**config.mk**
```make
export PLATFORM = sky130hd
export DESIGN_NAME = cmd_resp_sequencer
export DESIGN_NICKNAME = d
export VERILOG_FILES = /design/src/rtl/cmd_resp_sequencer.sv
export SDC_FILE = /design/constraint.sdc
export NUM_CORES = 1
export LEC_CHECK = 0
export BUFFER_PORTS_ARGS = -buffer_cell sky130_fd_sc_hd__buf_4
export CAP_MARGIN = 20
export CELL_PAD_IN_SITES_DETAIL_PLACEMENT = 1
export CELL_PAD_IN_SITES_GLOBAL_PLACEMENT = 2
export CORE_MARGIN = 2
export CORE_UTILIZATION = 28
export DETAILED_ROUTE_END_ITERATION = 8
export PLACE_DENSITY = 0.61
export SKIP_CTS_REPAIR_TIMING = 1
export SYNTH_ARGS = -nofsm -noshare
export SYNTH_HDL_FRONTEND = slang
export SYNTH_SLANG_ARGS = --single-unit
```
**constraint.sdc**
```tcl
create_clock -name clk -period 10.7 [get_ports clk]
set_input_delay 1.07 -clock clk [delete_from_list [all_inputs] [get_ports clk]]
set_output_delay 1.07 -clock clk [all_outputs]
set_load 0.005 [all_outputs]
```
**src/rtl/cmd_resp_sequencer.sv**
```systemverilog
// Command/response script engine: replays a queue of {cmd, expected resp, check, timeout}
// entries over the send_cmd/cmd_sent handshake and records the first failing entry.
module cmd_resp_sequencer #(
    parameter int CMD_W       = 16,
    parameter int RESP_W      = 8,
    parameter int DEPTH       = 8,
    parameter int TMO_W       = 23,
    parameter int DEF_TMO     = 2750000,
    parameter int STOP_ON_ERR = 1
) (
    input  logic                     clk,
    input  logic                     RST_n,
    input  logic                     ld_en,
    input  logic [CMD_W-1:0]         ld_cmd,
    input  logic [RESP_W-1:0]        ld_exp,
    input  logic                     ld_chk,
    input  logic [TMO_W-1:0]         ld_tmo,
    input  logic                     clr,
    input  logic                     start,
    input  logic                     abort,
    output logic [CMD_W-1:0]         cmd,
    output logic                     send_cmd,
    input  logic                     cmd_sent,
    input  logic                     resp_rdy,
    input  logic [RESP_W-1:0]        resp,
    output logic [$clog2(DEPTH):0]   count,
    output logic                     full,
    output logic                     busy,
    output logic                     done,
    output logic                     pass,
    output logic                     err,
    output logic [1:0]               err_code,
    output logic [$clog2(DEPTH)-1:0] err_idx
);

    localparam int AW = $clog2(DEPTH);
    localparam int CW = AW + 1;

    typedef enum logic [2:0] {
        S_IDLE, S_LOAD, S_SEND, S_WAIT_SENT, S_WAIT_RESP, S_CHECK, S_FIN
    } state_t;

    state_t state, state_nxt;

    logic [CMD_W-1:0]  cmd_mem [DEPTH];
    logic [RESP_W-1:0] exp_mem [DEPTH];
    logic              chk_mem [DEPTH];
    logic [TMO_W-1:0]  tmo_mem [DEPTH];

    logic [AW-1:0]     rd_ptr;
    logic [TMO_W-1:0]  tmo_cnt;
    logic [TMO_W-1:0]  tmo_lim;
    logic              cmd_sent_q;
    logic              resp_rdy_q;
    logic              resp_seen;
    logic [RESP_W-1:0] resp_q;
    logic              aborted;

    logic              sent_rise;
    logic              resp_rise;
    logic              last_entry;
    logic              wr_en;
    logic              clr_en;
    logic              start_en;
    logic              load_cmd;
    logic [AW-1:0]     load_idx;
    logic              adv;
    logic              err_hit;
    logic [1:0]        err_code_hit;
    logic              tmo_clr;
    logic              abort_hit;

    assign sent_rise  = cmd_sent & ~cmd_sent_q;
    assign resp_rise  = resp_rdy & ~resp_rdy_q;
    assign last_entry = ({1'b0, rd_ptr} == (count - CW'(1)));
    assign full       = (count == CW'(DEPTH));
    // A zero per-entry timeout falls back to the default; the counter compares against limit-1.
    assign tmo_lim    = (tmo_mem[rd_ptr] == '0) ? TMO_W'(DEF_TMO - 1)
                                                : tmo_mem[rd_ptr] - TMO_W'(1);

    always_comb begin
        state_nxt    = state;
        clr_en       = 1'b0;
        start_en     = 1'b0;
        wr_en        = 1'b0;
        load_cmd     = 1'b0;
        load_idx     = rd_ptr + AW'(1);
        adv          = 1'b0;
        err_hit      = 1'b0;
        err_code_hit = 2'b00;
        tmo_clr      = 1'b0;
        abort_hit    = 1'b0;
        send_cmd     = 1'b0;
        busy         = 1'b0;
        done         = 1'b0;
        pass         = 1'b0;

        case (state)
            S_IDLE: begin
                if (clr) begin
                    clr_en = 1'b1;
                end else if (start) begin
                    start_en = 1'b1;
                    if (count == '0) begin
                        state_nxt = S_FIN;
                    end else begin
                        load_cmd  = 1'b1;
                        load_idx  = '0;
                        state_nxt = S_LOAD;
                    end
                end else if (ld_en && !full) begin
                    wr_en = 1'b1;
                end
            end
            S_LOAD: begin
                busy      = 1'b1;
                state_nxt = S_SEND;
            end
            S_SEND: begin
                busy      = 1'b1;
                send_cmd  = 1'b1;
                tmo_clr   = 1'b1;
                state_nxt = S_WAIT_SENT;
            end
            S_WAIT_SENT: begin
                busy = 1'b1;
                if (sent_rise) begin
                    tmo_clr   = 1'b1;
                    state_nxt = S_WAIT_RESP;
                end else if (tmo_cnt == tmo_lim) begin
                    err_hit      = 1'b1;
                    err_code_hit = 2'b01;
                end
            end
            S_WAIT_RESP: begin
                busy = 1'b1;
                if (resp_seen) begin
                    state_nxt = S_CHECK;
                end else if (tmo_cnt == tmo_lim) begin
                    err_hit      = 1'b1;
                    err_code_hit = 2'b10;
                end
            end
            S_CHECK: begin
                busy = 1'b1;
                if (chk_mem[rd_ptr] && (resp_q != exp_mem[rd_ptr])) begin
                    err_hit      = 1'b1;
                    err_code_hit = 2'b11;
                end
            end
            S_FIN: begin
                done      = 1'b1;
                pass      = ~err & ~aborted;
                state_nxt = S_IDLE;
            end
            default: state_nxt = S_IDLE;
        endcase

        // Entry completion: either halt on error or step to the next entry / finish.
        if ((state == S_CHECK) || err_hit) begin
            if (err_hit && (STOP_ON_ERR != 0)) begin
                state_nxt = S_FIN;
            end else if (last_entry) begin
                state_nxt = S_FIN;
            end else begin
                adv       = 1'b1;
                load_cmd  = 1'b1;
                state_nxt = S_LOAD;
            end
        end

        if (busy && abort) begin
            state_nxt = S_FIN;
            abort_hit = 1'b1;
            err_hit   = 1'b0;
            adv       = 1'b0;
            load_cmd  = 1'b0;
            send_cmd  = 1'b0;
        end
    end

    always_ff @(posedge clk) begin
        if (!RST_n) begin
            state      <= S_IDLE;
            count      <= '0;
            rd_ptr     <= '0;
            cmd        <= '0;
            tmo_cnt    <= '0;
            cmd_sent_q <= 1'b0;
            resp_rdy_q <= 1'b0;
            resp_seen  <= 1'b0;
            err        <= 1'b0;
            err_code   <= 2'b00;
            err_idx    <= '0;
            aborted    <= 1'b0;
        end else begin
            state      <= state_nxt;
            cmd_sent_q <= cmd_sent;
            resp_rdy_q <= resp_rdy;
            if (state == S_SEND)
                resp_seen <= 1'b0;
            else if (resp_rise)
                resp_seen <= 1'b1;
            if (clr_en)
                count <= '0;
            else if (wr_en)
                count <= count + CW'(1);
            if (start_en) begin
                rd_ptr   <= '0;
                err      <= 1'b0;
                err_code <= 2'b00;
                err_idx  <= '0;
                aborted  <= 1'b0;
            end else if (adv) begin
                rd_ptr <= rd_ptr + AW'(1);
            end
            if (load_cmd)
                cmd <= cmd_mem[load_idx];
            if (tmo_clr)
                tmo_cnt <= '0;
            else
                tmo_cnt <= tmo_cnt + TMO_W'(1);
            if (err_hit && !err) begin
                err      <= 1'b1;
                err_code <= err_code_hit;
                err_idx  <= rd_ptr;
            end
            if (abort_hit)
                aborted <= 1'b1;
        end
    end

    always_ff @(posedge clk) begin
        if (resp_rise)
            resp_q <= resp;
    end

    always_ff @(posedge clk) begin
        if (wr_en) begin
            cmd_mem[count[AW-1:0]] <= ld_cmd;
            exp_mem[count[AW-1:0]] <= ld_exp;
            chk_mem[count[AW-1:0]] <= ld_chk;
            tmo_mem[count[AW-1:0]] <= ld_tmo;
        end
    end

endmodule
```
# Yosys cells after proc, flatten, opt, wreduce, memory -nomap -nowiden
# Memories as Yosys holds them, arrays and structs flattened. A register that Yosys moved wholly into a read port is not among the register bits.
# Cells that the tools add are included.
# classes
n_addsub	5
eq_ne	20
n_mux	71
n_bitwise	8
reduce_logical	21
# op_table
op	count
2-to-1 mux 3 bit	21
2-to-1 mux 1 bit	40
adder 23 x 1 -> 23 bit, second input constant	1
== test 23 bit	1
zero test 23 bit	1
2-to-1 mux 23 bit	1
subtractor 23 x 1 -> 23 bit, second input constant	1
case mux 3 bit (6 select lines)	1
!= test 4 bit, second input constant	4
!= test 3 bit, second input constant	4
2-to-1 mux 2 bit	5
AND reduction 5 bit	2
OR reduction 2 bit	5
== test 3 bit, second input constant	3
!= test 8 bit	1
== test 3 x 2 -> 1 bit, second input constant	2
case mux 2 bit (3 select lines)	1
inverter 1 bit	5
OR reduction 5 bit	1
adder 4 x 1 -> 4 bit, second input constant	1
== test 3 x 4 -> 1 bit	1
== test 4 bit, second input constant	1
logical AND 1 bit	4
zero test 4 bit	1
other kinds (12)	17
# totals
regBits	51
ramBits	384
mem_count	4
# memory_table
name	words	word_bits	read_ports	rd_clocked_by_memory_dff	wr	line_no	text
tmo_mem	8	23	1	1	1	48	logic [TMO_W-1:0] tmo_mem [DEPTH];
cmd_mem	8	16	1	1	1	45	logic [CMD_W-1:0] cmd_mem [DEPTH];
exp_mem	8	8	1	1	1	46	logic [RESP_W-1:0] exp_mem [DEPTH];
chk_mem	8	1	1	1	1	47	logic chk_mem [DEPTH];

# Logic depth before layout (Yosys ltp)
# Gate-level depths: netlist (run 1).
# depth
depth_word	11
ltp_mapped	16
mapped_depth_nobuf	12

# Least setup slack after synthesis (run 1)
# No wires, ideal clock.
# synth_timing
path_type	input port to flip-flop
start	input start
end	memory chk_mem[0], enable pin
arrival_ns	4.920
required_ns	10.187
slack_ns	5.267
cell_stages	5
n_path_buf	0
cell_sequence	nor2_1 -> nand3_1 -> nor2_1 -> nand2_1 -> nor3_1
# synth_between
elab_chain_len	5
# synth_lines
element	line_no	text
start: declaration	19	input logic start,
2-to-1 mux 1 bit	102	end else if (start) begin
2-to-1 mux 1 bit	100	if (clr) begin
2-to-1 mux 1 bit	98	case (state)
2-to-1 mux 1 bit	239	if (wr_en) begin
2-to-1 mux 1 bit (not written as such)	242	chk_mem[count[AW-1:0]] <= ld_chk;
end: declaration	47	
# Every way passes these cells.

==> results of run 1 <==
[flip-flops by register name (all words and copies together), names as in the netlist, 2 cells and up, named ones only]
| register | count |
|---|---|
| chk_mem | 8 |
| cmd | 16 |
| cmd_mem | 128 |
| count | 4 |
| err_code | 2 |
| err_idx | 3 |
| exp_mem | 64 |
| rd_ptr | 3 |
| resp_q | 8 |
| state | 3 |
| tmo_cnt | 23 |
| tmo_mem | 184 |
[power breakdown]
part	leakage, nW	switching [mW]	total, mW	internal, mW
Combinational	2.40	0.230	0.392	0.162
Clock	0.812	0.689	1.74	1.05
Sequential	4.04	0.0453	2.01	1.96
[synth_stat cells (8+ instances only)]
master | count | area share [%]
a21oi_1 | 44 | 1.2
a31oi_1 | 19 | 0.62
and2_1 | 9 | 0.29
and3_1 | 11 | 0.36
buf_1 | 9 | 0.18
buf_2 | 10 | 0.26
clkbuf_1 | 48 | 0.94
dfxtp_1 | 62 | 6.5
edfxtp_1 | 392 | 62
inv_1 | 11 | 0.22
mux2_2 | 8 | 0.47
mux2i_1 | 31 | 1.6
mux4_2 | 66 | 7.8
nand2_1 | 130 | 2.6
nand2b_1 | 37 | 1.2
nand3_1 | 63 | 1.6
nand4_1 | 12 | 0.39
nor2_1 | 65 | 1.3
nor3_1 | 26 | 0.68
nor4_1 | 8 | 0.26
o2111ai_1 | 18 | 0.82
o211a_1 | 16 | 0.84
o21ai_0 | 13 | 0.34
o311ai_0 | 17 | 0.78
or3_1 | 10 | 0.33
xnor2_1 | 33 | 1.5
xor2_1 | 20 | 0.92
[layer usage]
metal / GRT usage (%) / routed length, um
met5: 0 / 92
met4: 3.24 / 804
met3: 3.12 / 2390
met2: 23.1 / 23300
met1: 19.2 / 23000
[how the worst min path moves through the flow]
stage,end,start,slack (ps),cells after the start
after floorplan,tmo_cnt[0]$_SDFF_PP0_,tmo_cnt[0]$_SDFF_PP0_,450,1
after detailed placement,err_code[1]$_SDFFE_PN0P_,err_code[1]$_SDFFE_PN0P_,470,1
after CTS,err_code[1]$_SDFFE_PN0P_,err_code[1]$_SDFFE_PN0P_,480,1
after global routing,err_code[1]$_SDFFE_PN0P_,err_code[1]$_SDFFE_PN0P_,490,1
final,err_code[1]$_SDFFE_PN0P_,err_code[1]$_SDFFE_PN0P_,480,1
after global placement,err_idx[2]$_SDFFE_PN0P_,err_idx[2]$_SDFFE_PN0P_,470,2
[per-stage QoR]
stage | std cells | area, um^2 | power (mW)
final | 2291 | 22500 | 4.14
after global routing | 2291 | 22500 | 4.30
after CTS | 2291 | 22500 | 4.20
after detailed placement | 2198 | 20800 | 2.45
after global placement | 2198 | 20800 | 2.44
after floorplan | 1281 | 19100 | 2.28
[logic make-up after synthesis]
| family | share of synthesized area [%] |
|---|---|
| buffers and inverters | 1.83 |
| AND/OR/NAND/NOR | 10.4 |
| flip-flops | 68.0 |
| multiplexers | 10.1 |
| XOR/XNOR | 2.79 |
| adder cells (fa/ha/maj) | 0.393 |
| AO/OA/AOI/OAI | 6.47 |
[final cells by class]
type / instances / share of cell area, %
clock buffers: 78 / 6.62
flip-flops and latches: 454 / 57.8
multi-input cells: 745 / 25.9
well taps: 873 / 4.85
repair buffers: 115 / 3.83
clock inverters: 15 / 0.828
inverters: 11 / 0.183
==> impl_metrics.py, run 1 <==
metrics = {
    "clocking": {
        "tritoncts": "yes",
        "cts-htree-levels": 2,
        "cts_sinks": 454,
        "root_buffer": "clkbuf_16",
        "clkLatencyLatePin_ps": 580,
        "clockBufferDepth": 3,
        "clk_pin_slew_ps": 60,
        "cts_inserted_buffers": 50,
    },
    "global_route": {
        "grt_max_degree": 71,
        "grt_pass1_vias": 12107,
        "gr-usage-all-layers_pct": 14.1,
        "antenna_found_initial": 7,
        "grt_overflow": 0,
        "grt_pass1_wl_mm": 76.0,
    },
    "critical_path": {
        "reg2regPathDepth": 13,
        "reg2reg_setup_slack_ps": 5350,
        "cp_num_cells": 13,
        "critical_path_required_ps": 11180,
        "max_stage_delay_ps": 730,
        "worstPathCellList": "buf_4 > mux4_2 > mux2i_1 > ha_1 > nand2_1 > o41ai_1 > a21o_1 > o221ai_1 > a211oi_1 > o2111ai_1 > nor4_2 > a21oi_1 > a221o_1",
        "cp_max_fo": 67,
        "cpMaxStageDelayCell": "buf_4",
        "r2r_end": "err_code[0]$_SDFFE_PN0P_",
        "cp.buffers_inverters": 1,
        "start_kind": "flop",
        "crit_path_end_kind": "flop",
        "crit_family": "compound AO/OA/AOI/OAI gates",
        "criticalPathCategory": "reg -> reg",
        "critical_path_arrival_ps": 5830,
        "endpoint": "err_code[0]$_SDFFE_PN0P_",
    },
    "logic_synthesis": {
        "yosys_warnings": 0,
        "ys_ff_latch": 454,
        "synth-main-ff-cell": "edfxtp_1",
        "ys_types": 76,
        "syn_inst": 1281,
        "synth-async-reset-ratio_pct": 0,
        "syn_nets": 1351,
        "synth_edf_count": 392,
        "ys_seq_area_share_pct": 68.0,
        "avgSynthCellArea_um2": 14.9,
        "synth_area_um2": 19100,
    },
    "detailed_routing": {
        "routed_wl_mm": 49.6,
        "vias": 11444,
        "routed_via_density": 5.00,
        "drt_first_pass_iters": 4,
        "drtIter0Drc": 716,
        "drc": 0,
        "ant_nets": 0,
        "avgRoutedWirePerCell_um": 21.6,
    },
    "timing": {
        "period_share_pct": 50.0,
        "hold_viol": 0,
        "final.setup.tns_ps": 0,
        "rsz0062_at_grt": "no",
        "fmax_ghz": 0.187,
        "setup_slack_ps": 5350,
        "setup_violations": 0,
        "fin_skew_ps": 25.2,
        "finalCriticalPeriod_ps": 5350,
        "max_slew_margin_pct": 29.8,
        "slew_viol_final": 0,
        "holdWs_ps": 477,
        "max_slew.worst_pin.slew_ps": 1050,
    },
    "final_layout": {
        "fin_nets": 1447,
        "layout_common_cells": "edfxtp_1, nand2_1, buf_4, mux4_2, nand3_1",
        "final_common_cell": "edfxtp_1",
        "drive_gt1_share_pct": 20.4,
        "regArea_um2": 13000,
        "multi_input_area_um2": 5820,
        "fillers": 6901,
        "diodes": 0,
        "syn_to_final_growth_pct": 17.7,
        "final_util_pct": 33.4,
    },
    "placed_design": {
        "portBuffers": 94,
        "place_ws_ps": 5390,
        "gp_congestion": 0.794,
        "hpwl_mm": 29.5,
    },
    "floorplan": {
        "pin_count": 95,
        "rows": 95,
        "dieWidth_um": 265,
        "fp.dieH_um": 265,
        "core_um2": 67400,
        "initial_core_util_pct": 28.4,
        "die_area_um2": 70400,
    },
    "power_and_ir_drop": {
        "power.density_nw_per_um2": 184,
        "p_leak_nw": 7.24,
        "peakVddDrop_v": 0.000113,
    },
    "min_path": {
        "hp-class": "reg -> reg",
    },
    "flow_run": {
        "cap_violations": 0,
    },
    "run_status": {
        "outcome": "complete, no violations",
    },
}
(Power assumes the default switching activity.)
==> run 2, diff against run 1 <==
Settings changed: PLACE_DENSITY 0.61 to 0.63.
Clock period 10.7 ns to 4.4 ns, I/O delays scaled along.
==> impl_metrics.py, run 2 (same netlist as run 1, synthesis figures left out) <==
metrics = {
    "run_status": {
        "outcome": "complete, no violations",
    },
    "detailed_routing": {
        "routed_via_density": 4.92,
        "drc": 0,
        "drt_first_pass_iters": 4,
        "drtIter0Drc": 722,
        "vias": 11455,
        "avgRoutedWirePerCell_um": 21.5,
        "ant_nets": 0,
        "routed_wl_mm": 50.1,
    },
    "placed_design": {
        "place_area_um2": 21300,
        "portBuffers": 94,
        "place_ws_ps": 189,
        "gp_congestion": 0.840,
        "hpwl_mm": 31.2,
    },
    "min_path": {
        "worstHoldPathCells": 1,
        "min-delay-start": "resp[5]",
        "min_to": "resp_q[5]$_DFFE_PP_",
        "hp-class": "in -> reg",
    },
    "timing": {
        "setup_slack_ps": 244,
        "fin_skew_ps": 27.7,
        "finalCriticalPeriod_ps": 4160,
        "setup_violations": 0,
        "fmax_ghz": 0.241,
        "max_slew.worst_pin.slew_ps": 1020,
        "max_slew_margin_pct": 31.7,
        "rsz0062_at_grt": "yes",
        "period_share_pct": 94.5,
        "hold_viol": 0,
        "slew_viol_final": 0,
        "holdWs_ps": 27.7,
    },
    "clocking": {
        "tritoncts": "yes",
        "cts_sinks": 454,
        "clkLatencyLatePin_ps": 610,
        "cts-htree-levels": 2,
        "clockBufferDepth": 3,
        "root_buffer": "clkbuf_16",
        "clk_pin_slew_ps": 70,
        "cts_inserted_buffers": 50,
    },
    "final_layout": {
        "drive_gt1_share_pct": 22.1,
        "largest_reg_flops": 184,
        "fin_area_um2": 22900,
        "final_common_cell": "edfxtp_1",
        "fin_nets": 1486,
        "syn_to_final_growth_pct": 19.6,
        "fillers": 6956,
        "layout_common_cells": "edfxtp_1, buf_4, nand2_1, mux4_2, nand3_1",
    },
    "critical_path": {
        "criticalPathCategory": "reg -> reg",
        "crit_path_end_kind": "flop",
        "r2r_end": "err_code[0]$_SDFFE_PN0P_",
        "cp_max_fo": 17,
        "start_kind": "flop",
        "critical_path_required_ps": 4890,
        "critical_path_arrival_ps": 4650,
        "reg2regPathDepth": 14,
        "reg2reg_setup_slack_ps": 240,
    },
    "floorplan": {
        "die_area_um2": 70400,
        "dieWidth_um": 265,
        "core_um2": 67400,
        "rows": 95,
        "pin_count": 95,
        "fp.dieH_um": 265,
        "initial_core_util_pct": 28.4,
    },
    "flow_run": {
        "cap_violations": 0,
    },
    "power_and_ir_drop": {
        "p_leak_nw": 7.41,
        "power_mw": 9.83,
        "power.density_nw_per_um2": 430,
        "peakVddDrop_v": 0.000282,
    },
    "global_route": {
        "antenna_found_initial": 5,
        "grt_pass1_vias": 12115,
        "gr-usage-all-layers_pct": 14.3,
        "grt_max_degree": 70,
        "grt_overflow": 0,
        "grt_pass1_wl_mm": 76.4,
    },
}
[run 2: cell count changes in the layout (fill, tap and decap cells not counted), moves of 2 or more]
cell / previous run / this run
buf_4: 115 / 137
inv_6: 0 / 2
clkinv_1: 3 / 8
dlygate4sd3_1: 0 / 2
clkbuf_8: 7 / 2
clkbuf_16: 53 / 50
clkinv_4: 1 / 3
bufinv_16: 4 / 2
buf_12: 0 / 14
[run 2: worst max path at each step]
| stage | startpoint | to | slack (ps) | depth (start not counted) |
|---|---|---|---|---|
| floorplan | count[0]$_SDFFE_PP0P_ | chk_mem[0]$_DFFE_PP_ | -950 | 7 |
| global placement | flop | err_code[0]$_SDFFE_PN0P_ | 170 | 14 |
| detailed placement | flop | err_code[0]$_SDFFE_PN0P_ | 190 | 13 |
| CTS | flop | state[1]$_SDFFE_PN0P_ | 160 | 13 |
| global route | flop | err_code[0]$_SDFFE_PN0P_ | -30 | 14 |
| finish | flop | err_code[0]$_SDFFE_PN0P_ | 240 | 14 |
[run 2: stage by stage]
step | TNS [ps] | cells | util [%]
floorplan | -90690 | 1281 | -
global placement | 0 | 2233 | 31.6
detailed placement | 0 | 2233 | 31.6
CTS | 0 | 2322 | 33.8
global route | -26.6 | 2326 | 33.9
finish | 0 | 2327 | 33.9
[run 2: routing by layer]
layer  part of all wire (%)  global-route usage, %
met2                     47                   23.2
met1                     46                   19.0
met4                    2.9                   5.28
met5                  0.072                      0
met3                    5.0                   2.91
[run 2: worst max-delay path: stages, from the launching register on]
cell     delay, ps
dfxtp_4        460
buf_12         220
mux4_2         510
mux2_2         330
or3_1          330
buf_4          170
nor4_1         290
buf_4          170
xor2_1          70
or4_1          510
nand3_1        120
nand4_1        140
nor4_2         210
a21oi_1        140
a221o_1        350
[run 2: area by class of cell]
cell class	instances	area, um^2	area share, %
well taps	873	1090	4.78
inverters	11	41.3	0.181
diodes	1	2.50	0.0109
repair buffers	154	1360	5.93
multi-input cells	745	5840	25.5
flip-flops and latches	454	13000	56.9
clock inverters	20	173	0.755
clock buffers	69	1340	5.87
[run 2: where the power goes]
| part | leakage (nW) | internal [mW] | switching [mW] |
|---|---|---|---|
| sequential | 4.04 | 4.77 | 0.0940 |
| clock | 0.732 | 2.25 | 1.71 |
| combinational | 2.65 | 0.430 | 0.586 |
| total | 7.41 | 7.45 | 2.39 |
==> run 3, diff against run 2 <==
Settings changed: PLACE_DENSITY 0.63 to default, PLACE_DENSITY_LB_ADDON from default to 0.3, RECOVER_POWER from default to 25.
==> impl_metrics.py, run 3 (same netlist as run 1, synthesis figures left out) <==
metrics = {
    "clocking": {
        "cts_inserted_buffers": 51,
        "root_buffer": "clkbuf_16",
        "clk_pin_slew_ps": 60,
        "cts_sinks": 454,
        "clockBufferDepth": 3,
        "clkLatencyLatePin_ps": 610,
        "tritoncts": "yes",
        "cts-htree-levels": 2,
    },
    "global_route": {
        "gr-usage-all-layers_pct": 14.6,
        "grt_pass1_wl_mm": 77.9,
        "antenna_found_initial": 6,
        "grt_pass1_vias": 12213,
        "grt-busiest-layer": "met2",
        "grt_overflow": 0,
        "grt_use_met2_pct": 23.8,
        "grtUsageMet1_pct": 20.2,
        "grt_max_degree": 70,
        "use_met3_pct": 2.53,
    },
    "placed_design": {
        "gp_congestion": 0.839,
        "portBuffers": 94,
        "hpwl_mm": 32.3,
        "dp.cells": 2238,
        "place_area_um2": 21400,
    },
    "floorplan": {
        "pin_count": 95,
        "rows": 95,
        "die_area_um2": 70400,
        "fp.dieH_um": 265,
        "initial_core_util_pct": 28.4,
        "core_um2": 67400,
        "dieWidth_um": 265,
    },
    "final_layout": {
        "largest_reg_flops": 184,
        "final_common_cell": "edfxtp_1",
        "final_cells": 2342,
        "fin_area_um2": 23000,
        "drive_gt1_share_pct": 21.5,
        "fin_nets": 1499,
        "layout_common_cells": "edfxtp_1, nand2_1, buf_4, mux4_2, nand3_1",
        "syn_to_final_growth_pct": 20.3,
    },
    "critical_path": {
        "max_stage_delay_ps": 510,
        "start_kind": "flop",
        "endpoint": "err_code[0]$_SDFFE_PN0P_",
        "critical_path_arrival_ps": 4680,
        "criticalPathCategory": "reg -> reg",
        "cp_max_fo": 8,
        "r2r_end": "err_code[0]$_SDFFE_PN0P_",
        "critical_path_required_ps": 4860,
        "reg2regPathDepth": 14,
        "worstPathCellList": "buf_12 > mux4_2 > mux2_2 > or3_1 > buf_4 > nor3_4 > buf_4 > o2111ai_1 > o21ai_0 > and4_1 > nand4_1 > nor4_2 > a21oi_1 > a221o_1",
        "reg2reg_setup_slack_ps": 180,
        "cp_common_cell": "buf_4",
        "crit_path_end_kind": "flop",
        "cp.buffers_inverters": 3,
        "crit_family": "simple AND/OR/NAND/NOR gates",
        "cp_num_cells": 14,
        "cpMaxStageDelayCell": "mux4_2",
    },
    "timing": {
        "fmax_ghz": 0.237,
        "setup_violations": 0,
        "hold_viol": 0,
        "max_slew.worst_pin.slew_ps": 909,
        "period_share_pct": 95.9,
        "finalCriticalPeriod_ps": 4220,
        "holdWs_ps": 52.9,
        "slew_viol_final": 0,
        "max_slew_margin_pct": 39.4,
        "fin_skew_ps": 40.0,
    },
    "detailed_routing": {
        "routed_via_density": 4.93,
        "drtIter0Drc": 786,
        "routed_wl_mm": 51.7,
        "drt_first_pass_iters": 5,
        "drc": 0,
        "ant_nets": 0,
        "avgRoutedWirePerCell_um": 22.1,
        "vias": 11544,
    },
    "power_and_ir_drop": {
        "switching_share_pct": 24.2,
        "power_frac_comb_pct": 10.3,
        "peakVddDrop_v": 0.000237,
        "power.internal_mw": 7.59,
        "switchingPower_mw": 2.43,
        "p_leak_nw": 7.43,
        "power.density_nw_per_um2": 435,
        "power_frac_clock_pct": 41.2,
        "pwr-share-seq_pct": 48.6,
    },
    "run_status": {
        "outcome": "complete, no violations",
    },
    "flow_run": {
        "cap_violations": 0,
    },
    "min_path": {
        "hp-class": "in -> reg",
    },
}
[run 3: changes by cell type in the layout (fill, tap and decap cells not counted), moves of 4 or more]
cell	delta
clkbuf_1	+25
buf_4	-35
inv_6	+4
clkinv_2	+7
buf_12	+4
clkbuf_4	+7
[run 3: worst min path at each step]
stage | from | endpoint | slack (ps) | cells after the start
2_1_floorplan | tmo_cnt[0]$_SDFF_PP0_ | tmo_cnt[0]$_SDFF_PP0_ | 450 | 1
3_3_place_gp | cmd[9]$_SDFFE_PN0P_ | cmd[9]$_SDFFE_PN0P_ | 480 | 1
3_5_place_dp | cmd[15]$_SDFFE_PN0P_ | cmd[15]$_SDFFE_PN0P_ | 490 | 1
4_1_cts | resp[2] | resp_q[2]$_DFFE_PP_ | -20 | 1
5_1_grt | cmd_sent | cmd_sent_q$_SDFF_PN0_ | 30 | 2
6_report | resp[0] | resp_q[0]$_DFFE_PP_ | 50 | 1
[run 3: cell type report]
cell class | count | area [um^2]
diodes | 1 | 2.50
clock buffers | 59 | 1320
clock inverters | 33 | 283
fillers | 6933 | 44400
inverters | 11 | 41.3
multi-input cells | 745 | 5860
flip-flops and latches | 454 | 13000
well taps | 873 | 1090
repair buffers | 166 | 1400
[run 3: per-layer routing]
layer | share of wire (%) | vias up
li1 | - | 5300
met1 | 47 | 5973
met2 | 48 | 203
met3 | 3.7 | 60
met4 | 1.7 | 8
met5 | 0.10 | -
[run 3: power by group through the flow]
stage	clock network (mW)	registers, mW	logic (mW)
floorplan	0	4.91	0.630
global placement	0	4.95	1.02
detailed placement	0	4.95	1.03
CTS	4.23	4.86	1.04
global route	4.40	4.88	1.14
finish	4.12	4.87	1.03
[run 3: through the flow]
step                      TNS, ps  setup WS, ps  total power [mW]  utilization [%]
final                           0           182              10.0             34.2
after CTS                       0          40.3              10.1             34.1
after global placement          0           179              5.97             31.7
after floorplan            -90690          -945              5.54                -
after detailed placement        0           126              5.99             31.7
after global routing        -9.23         -9.23              10.4             34.2
